--- config.mk ---
export PLATFORM = sky130hd
export DESIGN_NAME = mac_accumulator
export DESIGN_NICKNAME = d
export VERILOG_FILES = /design/src/rtl/mac_accumulator_pkg.sv /design/src/rtl/mac_accumulator_multiplier.sv /design/src/rtl/mac_accumulator.sv
export SDC_FILE = /design/constraint.sdc
export NUM_CORES = 1
export LEC_CHECK = 0
export ABC_AREA = 1
export ABC_CLOCK_PERIOD_IN_PS = 13750
export BUFFER_PORTS_ARGS = -buffer_cell sky130_fd_sc_hd__buf_2
export CAP_MARGIN = 10
export CELL_PAD_IN_SITES_DETAIL_PLACEMENT = 0
export CELL_PAD_IN_SITES_GLOBAL_PLACEMENT = 2
export CORE_MARGIN = 2
export CORE_UTILIZATION = 39
export DETAILED_ROUTE_END_ITERATION = 10
export GPL_TIMING_DRIVEN = 0
export PLACE_DENSITY_LB_ADDON = 0.1
export RECOVER_POWER = 25
export SYNTH_ARGS = -nofsm -noshare
export SYNTH_HDL_FRONTEND = slang
export SYNTH_SLANG_ARGS = --single-unit
export TNS_END_PERCENT = 10
--- constraint.sdc ---
create_clock -name clk -period 13.75 [get_ports clk]
set_input_delay 0 -clock clk [delete_from_list [all_inputs] [get_ports clk]]
set_output_delay 0 -clock clk [all_outputs]
set_load 0.01 [all_outputs]
--- src/rtl/mac_accumulator_pkg.sv ---
// Shared definitions for the MAC stage: accumulator state encoding and
// saturation limits for a given width and signedness.
package mac_accumulator_pkg;

  typedef enum logic {
    MAC_EMPTY   = 1'b0,
    MAC_PARTIAL = 1'b1
  } mac_state_e;

  // Limits are returned in 64 bits; callers truncate to their width (< 64).
  function automatic logic [63:0] sat_max(input logic sgn, input int w);
    return sgn ? ((64'd1 << (w - 1)) - 64'd1) : ((64'd1 << w) - 64'd1);
  endfunction

  function automatic logic [63:0] sat_min(input logic sgn, input int w);
    return sgn ? ~((64'd1 << (w - 1)) - 64'd1) : 64'd0;
  endfunction

endpackage

--- src/rtl/mac_accumulator_multiplier.sv ---
// Combinational WIDTH x WIDTH multiplier, signed or unsigned per the sign
// input; the 2*WIDTH product holds either interpretation exactly.
module multiplier #(
  parameter int WIDTH = 8
) (
  input  logic [WIDTH-1:0]   a,
  input  logic [WIDTH-1:0]   b,
  input  logic               sign,
  output logic [2*WIDTH-1:0] prod
);

  logic [2*WIDTH-1:0] ax, bx;

  // Low 2*WIDTH bits of the product of the extended operands are exact.
  assign ax   = {{WIDTH{sign & a[WIDTH-1]}}, a};
  assign bx   = {{WIDTH{sign & b[WIDTH-1]}}, b};
  assign prod = ax * bx;

endmodule

--- src/rtl/mac_accumulator.sv ---
// Streaming multiply-accumulate: product register (P), saturating
// accumulator FSM (A) and a held output register with valid/ready.
module mac_accumulator
  import mac_accumulator_pkg::*;
#(
  parameter int WIDTH     = 8,
  parameter int ACC_WIDTH = 24,
  parameter int CNT_WIDTH = 8
) (
  input  logic                 clk,
  input  logic                 rst_n,
  input  logic                 in_valid,
  output logic                 in_ready,
  input  logic [WIDTH-1:0]     a,
  input  logic [WIDTH-1:0]     b,
  input  logic                 sign,
  input  logic                 in_last,
  output logic                 out_valid,
  input  logic                 out_ready,
  output logic [ACC_WIDTH-1:0] out_sum,
  output logic [CNT_WIDTH-1:0] out_count,
  output logic                 out_ovf
);

  localparam int SW = ACC_WIDTH + 1;

  logic                 first, vsign, sign_eff;
  logic [2*WIDTH-1:0]   mul_prod, p_prod;
  logic                 p_valid, p_last, p_sign;
  logic                 stall, accept, consume;
  mac_state_e           st, st_nxt;
  logic [ACC_WIDTH-1:0] acc, acc_nxt, base, sat_sum, lim_hi, lim_lo;
  logic [CNT_WIDTH-1:0] cnt, cnt_nxt, cnt_base, cnt_inc;
  logic                 ovf, ovf_nxt, ovf_acc, clamp_hi, clamp_lo, load_out;
  logic [SW-1:0]        base_x, prod_x, sum;

  assign stall    = p_valid & p_last & out_valid & ~out_ready;
  assign in_ready = ~p_valid | ~stall;
  assign accept   = in_valid & in_ready;
  assign consume  = p_valid & ~stall;

  // 'first' tracks vector boundaries at the input so a vector starting right
  // behind a pending last beat still samples its own sign.
  assign sign_eff = first ? sign : vsign;

  multiplier #(.WIDTH(WIDTH)) u_mul (
    .a    (a),
    .b    (b),
    .sign (sign_eff),
    .prod (mul_prod)
  );

  always_ff @(posedge clk or negedge rst_n) begin
    if (!rst_n) begin
      first   <= 1'b1;
      vsign   <= 1'b0;
      p_valid <= 1'b0;
      p_last  <= 1'b0;
      p_sign  <= 1'b0;
      p_prod  <= '0;
    end else if (accept) begin
      first   <= in_last;
      vsign   <= sign_eff;
      p_valid <= 1'b1;
      p_last  <= in_last;
      p_sign  <= sign_eff;
      p_prod  <= mul_prod;
    end else if (consume) begin
      p_valid <= 1'b0;
    end
  end

  // Accumulate in ACC_WIDTH+1 bits; the top two bits reveal overflow.
  assign base     = (st == MAC_EMPTY) ? '0 : acc;
  assign base_x   = {p_sign & base[ACC_WIDTH-1], base};
  assign prod_x   = {{(SW-2*WIDTH){p_sign & p_prod[2*WIDTH-1]}}, p_prod};
  assign sum      = base_x + prod_x;
  assign lim_hi   = ACC_WIDTH'(sat_max(p_sign, ACC_WIDTH));
  assign lim_lo   = ACC_WIDTH'(sat_min(p_sign, ACC_WIDTH));
  assign clamp_hi = p_sign ? (~sum[SW-1] & sum[SW-2]) : sum[SW-1];
  assign clamp_lo = p_sign & sum[SW-1] & ~sum[SW-2];
  assign sat_sum  = clamp_hi ? lim_hi : (clamp_lo ? lim_lo : sum[ACC_WIDTH-1:0]);

  assign cnt_base = (st == MAC_EMPTY) ? '0 : cnt;
  assign cnt_inc  = (&cnt_base) ? cnt_base : cnt_base + 1'b1;
  assign ovf_acc  = ((st == MAC_PARTIAL) & ovf) | clamp_hi | clamp_lo;

  always_comb begin
    st_nxt   = st;
    acc_nxt  = acc;
    cnt_nxt  = cnt;
    ovf_nxt  = ovf;
    load_out = 1'b0;
    if (consume) begin
      if (p_last) begin
        st_nxt   = MAC_EMPTY;
        acc_nxt  = '0;
        cnt_nxt  = '0;
        ovf_nxt  = 1'b0;
        load_out = 1'b1;
      end else begin
        st_nxt  = MAC_PARTIAL;
        acc_nxt = sat_sum;
        cnt_nxt = cnt_inc;
        ovf_nxt = ovf_acc;
      end
    end
  end

  always_ff @(posedge clk or negedge rst_n) begin
    if (!rst_n) begin
      st  <= MAC_EMPTY;
      acc <= '0;
      cnt <= '0;
      ovf <= 1'b0;
    end else begin
      st  <= st_nxt;
      acc <= acc_nxt;
      cnt <= cnt_nxt;
      ovf <= ovf_nxt;
    end
  end

  // A last beat can only be consumed when the register is free or draining.
  always_ff @(posedge clk or negedge rst_n) begin
    if (!rst_n) begin
      out_valid <= 1'b0;
      out_sum   <= '0;
      out_count <= '0;
      out_ovf   <= 1'b0;
    end else if (load_out) begin
      out_valid <= 1'b1;
      out_sum   <= sat_sum;
      out_count <= cnt_inc;
      out_ovf   <= ovf_acc;
    end else if (out_ready) begin
      out_valid <= 1'b0;
    end
  end

endmodule
; Yosys cells after proc, flatten, opt, wreduce, memory -nomap -nowiden
; Index checks and enable logic that the tools add are counted.
; Widths: inputs -> output; s select.
[totals]
in_bits = 22
word_cells = 59
out_inout_bits = 35
regBits = 88
[classes]
n_bitwise = 21
n_mux = 19
n_reduce_logical = 3
add_sub_neg = 2
multipliers = 1
[ops]
columns = operator, count
row1 = $mux 24, 6
row2 = $add 25x25->25, 1
row3 = $mux 8, 3
row4 = $mul 9x9->16, 1
row5 = $and 1x1->1, 13
row6 = $mux 1, 10
row7 = $add 8x1->8 const B, 1
row8 = $reduce_and 8->1, 1
row9 = $not 1->1, 5
row10 = $reduce_bool 2->1, 2
row11 = $or 1x1->1, 3

; Longest topological paths before layout
[depth]
word_depth = 9
ltp_mapped = 24
mapped_depth_nobuf = 24

; Cells and area by module
; A second synthesis with hierarchy kept.
[unflattened]
hier_cells = 1281
area_unflattened_um2 = 8978.6
[by_module_without_submodules]
columns = module, seq_area_each_um2, cells_per_inst, instances, area_each_um2
row1 = mac_accumulator, 2203.4, 861, 1, 5947.0
row2 = multiplier, 0.0, 420, 1, 3031.7

; Worst setup path before layout
; No wires, ideal clock.
[synth_timing]
path_type = register to register
from = register, netlist name p_sign
to = register p_prod[13]
arrival_ns = 5.136
required_time_ns = 13.667
path_buffers = 0
slack_ns = 8.532
setup_ns = 0.083
synth_period_minus_slack_ns = 5.218
path_stages_with_launch = 22
cell_sequence = dfrtp_1 -> o21ai_2 -> inv_2 -> nand2_2 -> or2_2 -> fa_1 -> fa_1 -> inv_1 -> fa_1 -> fa_1 -> inv_1 -> fa_1 -> inv_1 -> ha_1 -> a21oi_1 -> nand2_1 -> a21oi_1 -> nor2_1 -> o21ai_0 -> nand2_1 -> xor2_1 -> o21ai_0
[synth_rtl]
columns = item, line
row1 = to (signal assigned), mac_accumulator.sv:67  ; p_prod <= mul_prod;
row2 = to (decl), mac_accumulator.sv:28  ; logic [2*WIDTH-1:0] mul_prod, p_prod;

==> results_tabular.tex <==
\begin{tabular}{lr}
\hline
Metric & Value \\
\hline
\multicolumn{2}{l}{\textbf{Status}} \\
\quad Outcome & finished, violations left \\
\quad Violated checks & max-capacitance violations, max-slew violations \\
\multicolumn{2}{l}{\textbf{Timing}} \\
\quad Final number of setup-violating endpoints & 0 \\
\quad Clock period minus worst slack & roughly 5.8 ns \\
\quad Slew of the pin with the lowest slew margin & approximately 3.5 ns \\
\quad Worst hold slack after final layout & 0.189 ns \\
\quad Final Max Tran Viols & between 60 and 70 \\
\quad Fin crit share & 42.1\% \\
\quad Highest attainable clock frequency & around 170 MHz \\
\quad Worst relative slew slack & -132\% \\
\quad Worst Clk Skew & 0.0144 ns \\
\quad RSZ-0062 raised after global routing & false \\
\quad Total Negative Setup Slacks & 0 ns \\
\quad Number of hold violations in the final report & 0 \\
\quad Fin worst setup slack & approximately 8 ns \\
\multicolumn{2}{l}{\textbf{Clock tree}} \\
\quad Hold Buf Count CTS & 4 \\
\quad Cell at the root of the clock tree & sky130\_fd\_sc\_hd\_\_clkbuf\_16 \\
\quad Source-to-sink clock delay at the later pin of the worst-skew pair & 0.36 ns \\
\quad Maximum clock path buffer count & 2 \\
\quad Reg clk slew, reported paths & 0.06 ns \\
\quad H-tree Lvls & 3 \\
\quad TritonCTS Sinks & slightly below 90 \\
\quad CTS tree & yes \\
\quad Clock buffer count from CTS & 9 \\
\quad Number of gates resized after cts & 0 \\
\quad Post-CTS Setup Inserts & 0 \\
\multicolumn{2}{l}{\textbf{Min path}} \\
\quad Hold WC Path Type & in2reg \\
\multicolumn{2}{l}{\textbf{Global routing}} \\
\quad Met3 usage in global routing & 2.98\% \\
\quad Number of global-route vias before repair & $\sim$7200 \\
\quad Largest net degree at the start of global routing & 65 \\
\quad All-layer global routing usage & approximately a fifth \\
\quad First-pass GRT wire length & between 30000 and 40000 µm \\
\quad Met1 track demand over resource in global routing & 25.1\% \\
\quad Remaining Overflow, GRT & 0 \\
\quad Met2 track demand over resource & approximately 36\% \\
\quad Layer with the highest usage & met2 \\
\quad Initial antenna violation count & 0 \\
\multicolumn{2}{l}{\textbf{Pwr}} \\
\quad PD cells & $\sim$190 nW/µm² \\
\quad Part of the total power dissipated in the clock network & between 10\% and 20\% \\
\quad Switching fraction of total power & 48.6\% \\
\quad Reported leakage power & 5.39 nW \\
\quad Switching power & 880 µW \\
\quad Sequential Power Share & between 20 and 25\% \\
\quad Worst supply voltage drop on vdd & about 65 µV \\
\quad Int Pwr & roughly 930 µW \\
\quad Portion of total power attributed to combinational logic & 63.4\% \\
\multicolumn{2}{l}{\textbf{Worst setup path}} \\
\quad Crit Path Max Fanout & 9 \\
\quad Required time at the endpoint of the critical path & between 10 and 15 ns \\
\quad Critical path's slowest cell & sky130\_fd\_sc\_hd\_\_fa\_1 \\
\quad CP max stage delay & 0.55 ns \\
\quad Critical path startpoint category & flop \\
\quad Category of the worst setup path capture point & flop \\
\quad Reg-to-reg setup timing slack & around 8.0 ns \\
\quad Chain of cells forming the critical path & o21ai\_2 -> inv\_2 -> nand2\_2 -> or2\_2 -> fa\_1 -> fa\_1 -> inv\_1 -> fa\_1 -> fa\_1 -> inv\_1 -> fa\_1 -> inv\_1 -> ha\_1 -> a21oi\_1 -> nand2\_1 -> a21oi\_1 -> nor2\_1 -> o21ai\_0 -> nand2\_1 -> xor2\_1 -> o21ai\_0 \\
\quad Arrival time reported for the critical path endpoint & around 6 ns \\
\quad Type of the setup path with the least slack & reg2reg \\
\quad Most used cell, CP & sky130\_fd\_sc\_hd\_\_fa\_1 \\
\multicolumn{2}{l}{\textbf{Placed design}} \\
\quad Pre-CTS setup slack & slightly below 8 ns \\
\quad Port Buffer Count & 40 \\
\quad Detailed placement HPWL & $\sim$18000 µm \\
\quad RePlAce Congestion & 0.845 \\
\multicolumn{2}{l}{\textbf{Synth}} \\
\quad Number of instances in the synthesized netlist & roughly 1200 \\
\quad Synthesized flop and latch total & 88 \\
\quad Share of async-settable or async-resettable flops after synthesis & 100\% \\
\quad Number of synthesized flops with an enable pin & 0 \\
\quad Most common flop cell mapped by yosys & sky130\_fd\_sc\_hd\_\_dfrtp\_1 \\
\quad Post-synthesis average cell area & around 7.2 µm² \\
\quad Post-Synthesis Net Count & 1314 \\
\quad Cell variety after synth & 40 \\
\quad YS warnings & 0 \\
\quad Cell area after synthesis & between 8000 and 9000 µm² \\
\quad Sequential area share after synthesis & a little over a quarter \\
\multicolumn{2}{l}{\textbf{Route}} \\
\quad First drt pass iteration count & 5 \\
\quad Routed length per instance & approximately 14 µm \\
\quad Detailed-route DRC error count & 0 \\
\quad Routed via count & 7000 \\
\quad Post-detailed-route via-to-cell ratio & roughly 4.7 \\
\quad Count of antenna-violating nets left after detailed routing & 0 \\
\quad Total wire length after detailed routing & approximately 21000 µm \\
\quad DRT iter0 DRCs & around 260 \\
\multicolumn{2}{l}{\textbf{Final layout}} \\
\quad Number of nets in the finished design & about 1400 \\
\quad Synth-to-Final Area Change & 10.5\% \\
\quad Leading cell type in the layout, fill and taps excluded & sky130\_fd\_sc\_hd\_\_nand2\_1 \\
\quad Final core area utilization & between 40\% and 50\% \\
\quad Share of post-route cells with drive strength above 1 & 8.70\% \\
\quad Antenna cells & 0 \\
\quad Area occupied by registers & 2200 µm² \\
\quad Commonest non-fill, non-tap cells in the layout & sky130\_fd\_sc\_hd\_\_nand2\_1 (444), sky130\_fd\_sc\_hd\_\_inv\_1 (209), sky130\_fd\_sc\_hd\_\_dfrtp\_1 (87), sky130\_fd\_sc\_hd\_\_fa\_1 (64), sky130\_fd\_sc\_hd\_\_ha\_1 (58) \\
\quad Fill cell count & between 2000 and 2500 \\
\quad Multi-input logic area & 5240 µm² \\
\multicolumn{2}{l}{\textbf{Floorplan}} \\
\quad \# IOs & 57 \\
\quad Full die area & 22800 µm² \\
\quad Std-Cell Rows & 53 \\
\quad Die height & 151 µm \\
\quad Core footprint & between 20000 and 25000 µm² \\
\quad Die width & around 150 µm \\
\quad Initial standard-cell utilization of the core & $\sim$40\% \\
\multicolumn{2}{l}{\textbf{Run}} \\
\quad Number of max-cap violations & 1 \\
\hline
\end{tabular}
==> layer usage <==
metal	up-vias	wire, µm
met5	-	0
met1	3292	9740
li1	3612	-
met3	20	533
met4	0	347
met2	76	10800
==> registers in the layout, summed over array words and instances (netlist names) <==
| name | count |
|---|---|
| acc | 24 |
| out_sum | 24 |
| p_prod | 16 |
| cnt | 8 |
| out_count | 8 |
| first | 1 |
| out_ovf | 1 |
| out_valid | 1 |
| ovf | 1 |
| p_last | 1 |
| p_sign | 1 |
| p_valid | 1 |
| st | 1 |
==> per-stage QoR <==
| step | cells | total power, mW | area (µm²) |
|---|---|---|---|
| 4_1_cts | 1505 | 1.85 | 9320 |
| 5_1_grt | 1505 | 2.04 | 9300 |
| 2_1_floorplan | 1170 | 1.29 | 8410 |
| 3_3_place_gp | 1485 | 1.58 | 8960 |
| 6_report | 1505 | 1.81 | 9300 |
| 3_5_place_dp | 1486 | 1.59 | 8990 |
==> critical path: cells and delay by family, from the launching register on <==
| kind | cells | cell delay, ns |
|---|---|---|
| compound gates | 5 | 0.99 |
| xor+xnor | 1 | 0.14 |
| buf+inv | 4 | 0.24 |
| flops | 1 | 0.54 |
| fa+ha+maj | 6 | 2.98 |
| simple gates | 5 | 0.79 |
==> final cells by class <==
cell class | count | area share [%]
Buffer | 38 | 1.88
Clock buffer | 9 | 2.42
Clock inverter | 6 | 0.740
Inverter | 213 | 8.60
Multi-Input combinational cell | 831 | 56.3
Sequential cell | 88 | 23.7
Tap cell | 275 | 3.70
Timing Repair Buffer | 45 | 2.61
==> synth_stat cells, types with 2 or more instances <==
library cell                 n  area (µm²)
sky130_fd_sc_hd__buf_2       2        10.0
sky130_fd_sc_hd__fa_1       64        1280
sky130_fd_sc_hd__a31oi_1     2        12.5
sky130_fd_sc_hd__a21oi_1    30         150
sky130_fd_sc_hd__nand2_2    19         119
sky130_fd_sc_hd__buf_6       4        45.0
sky130_fd_sc_hd__o21bai_1    5        37.5
sky130_fd_sc_hd__or2_2       5        31.3
sky130_fd_sc_hd__xor2_1     25         219
sky130_fd_sc_hd__dfrtp_1    87        2180
sky130_fd_sc_hd__nand3_1    30         150
sky130_fd_sc_hd__nand4_1    10        62.6
sky130_fd_sc_hd__nand3_2     3        30.0
sky130_fd_sc_hd__clkbuf_1   32         120
sky130_fd_sc_hd__nor2_1     55         206
sky130_fd_sc_hd__nor3_1      9        45.0
sky130_fd_sc_hd__o22ai_1     5        31.3
sky130_fd_sc_hd__xnor2_1    13         114
sky130_fd_sc_hd__nor2_2      6        37.5
sky130_fd_sc_hd__o21ai_2     2        17.5
sky130_fd_sc_hd__inv_1     209         785
sky130_fd_sc_hd__inv_2       4        15.0
sky130_fd_sc_hd__nand2_1   444        1670
sky130_fd_sc_hd__o21ai_0    32         160
sky130_fd_sc_hd__ha_1       58         726
==> path summary, 6_finish.rpt <==
check	cells past startpoint	end	start
min	3	p_prod[0]	a[0]
min reg2reg	2	out_sum[12]	out_sum[12]
max	21	p_prod[13]	p_sign
min in group asynchronous	2	p_prod[2]	rst_n
max reg2reg	21	p_prod[13]	p_sign
max in group asynchronous	3	acc[19]	rst_n
==> cells by family (layout without fill, tap and decap cells) <==
kind of cell,after synthesis,in the layout,share of synthesized area [%]
simple gates,587,587,28.7
buf+inv,251,311,11.6
fa+ha+maj,122,122,23.9
flops,88,88,26.2
compound gates,83,83,5.50
xor+xnor,39,39,4.15
==> power groups by stage <==
| stage | clock [mW] | combinational [mW] | sequential (mW) |
|---|---|---|---|
| global route | 0.272 | 1.34 | 0.426 |
| global placement | 0 | 1.16 | 0.416 |
| finish | 0.250 | 1.15 | 0.414 |
| CTS | 0.260 | 1.18 | 0.415 |
| floorplan | 0 | 0.867 | 0.420 |
| detailed placement | 0 | 1.17 | 0.419 |
No activity file was read; power rests on OpenSTA's default activity.
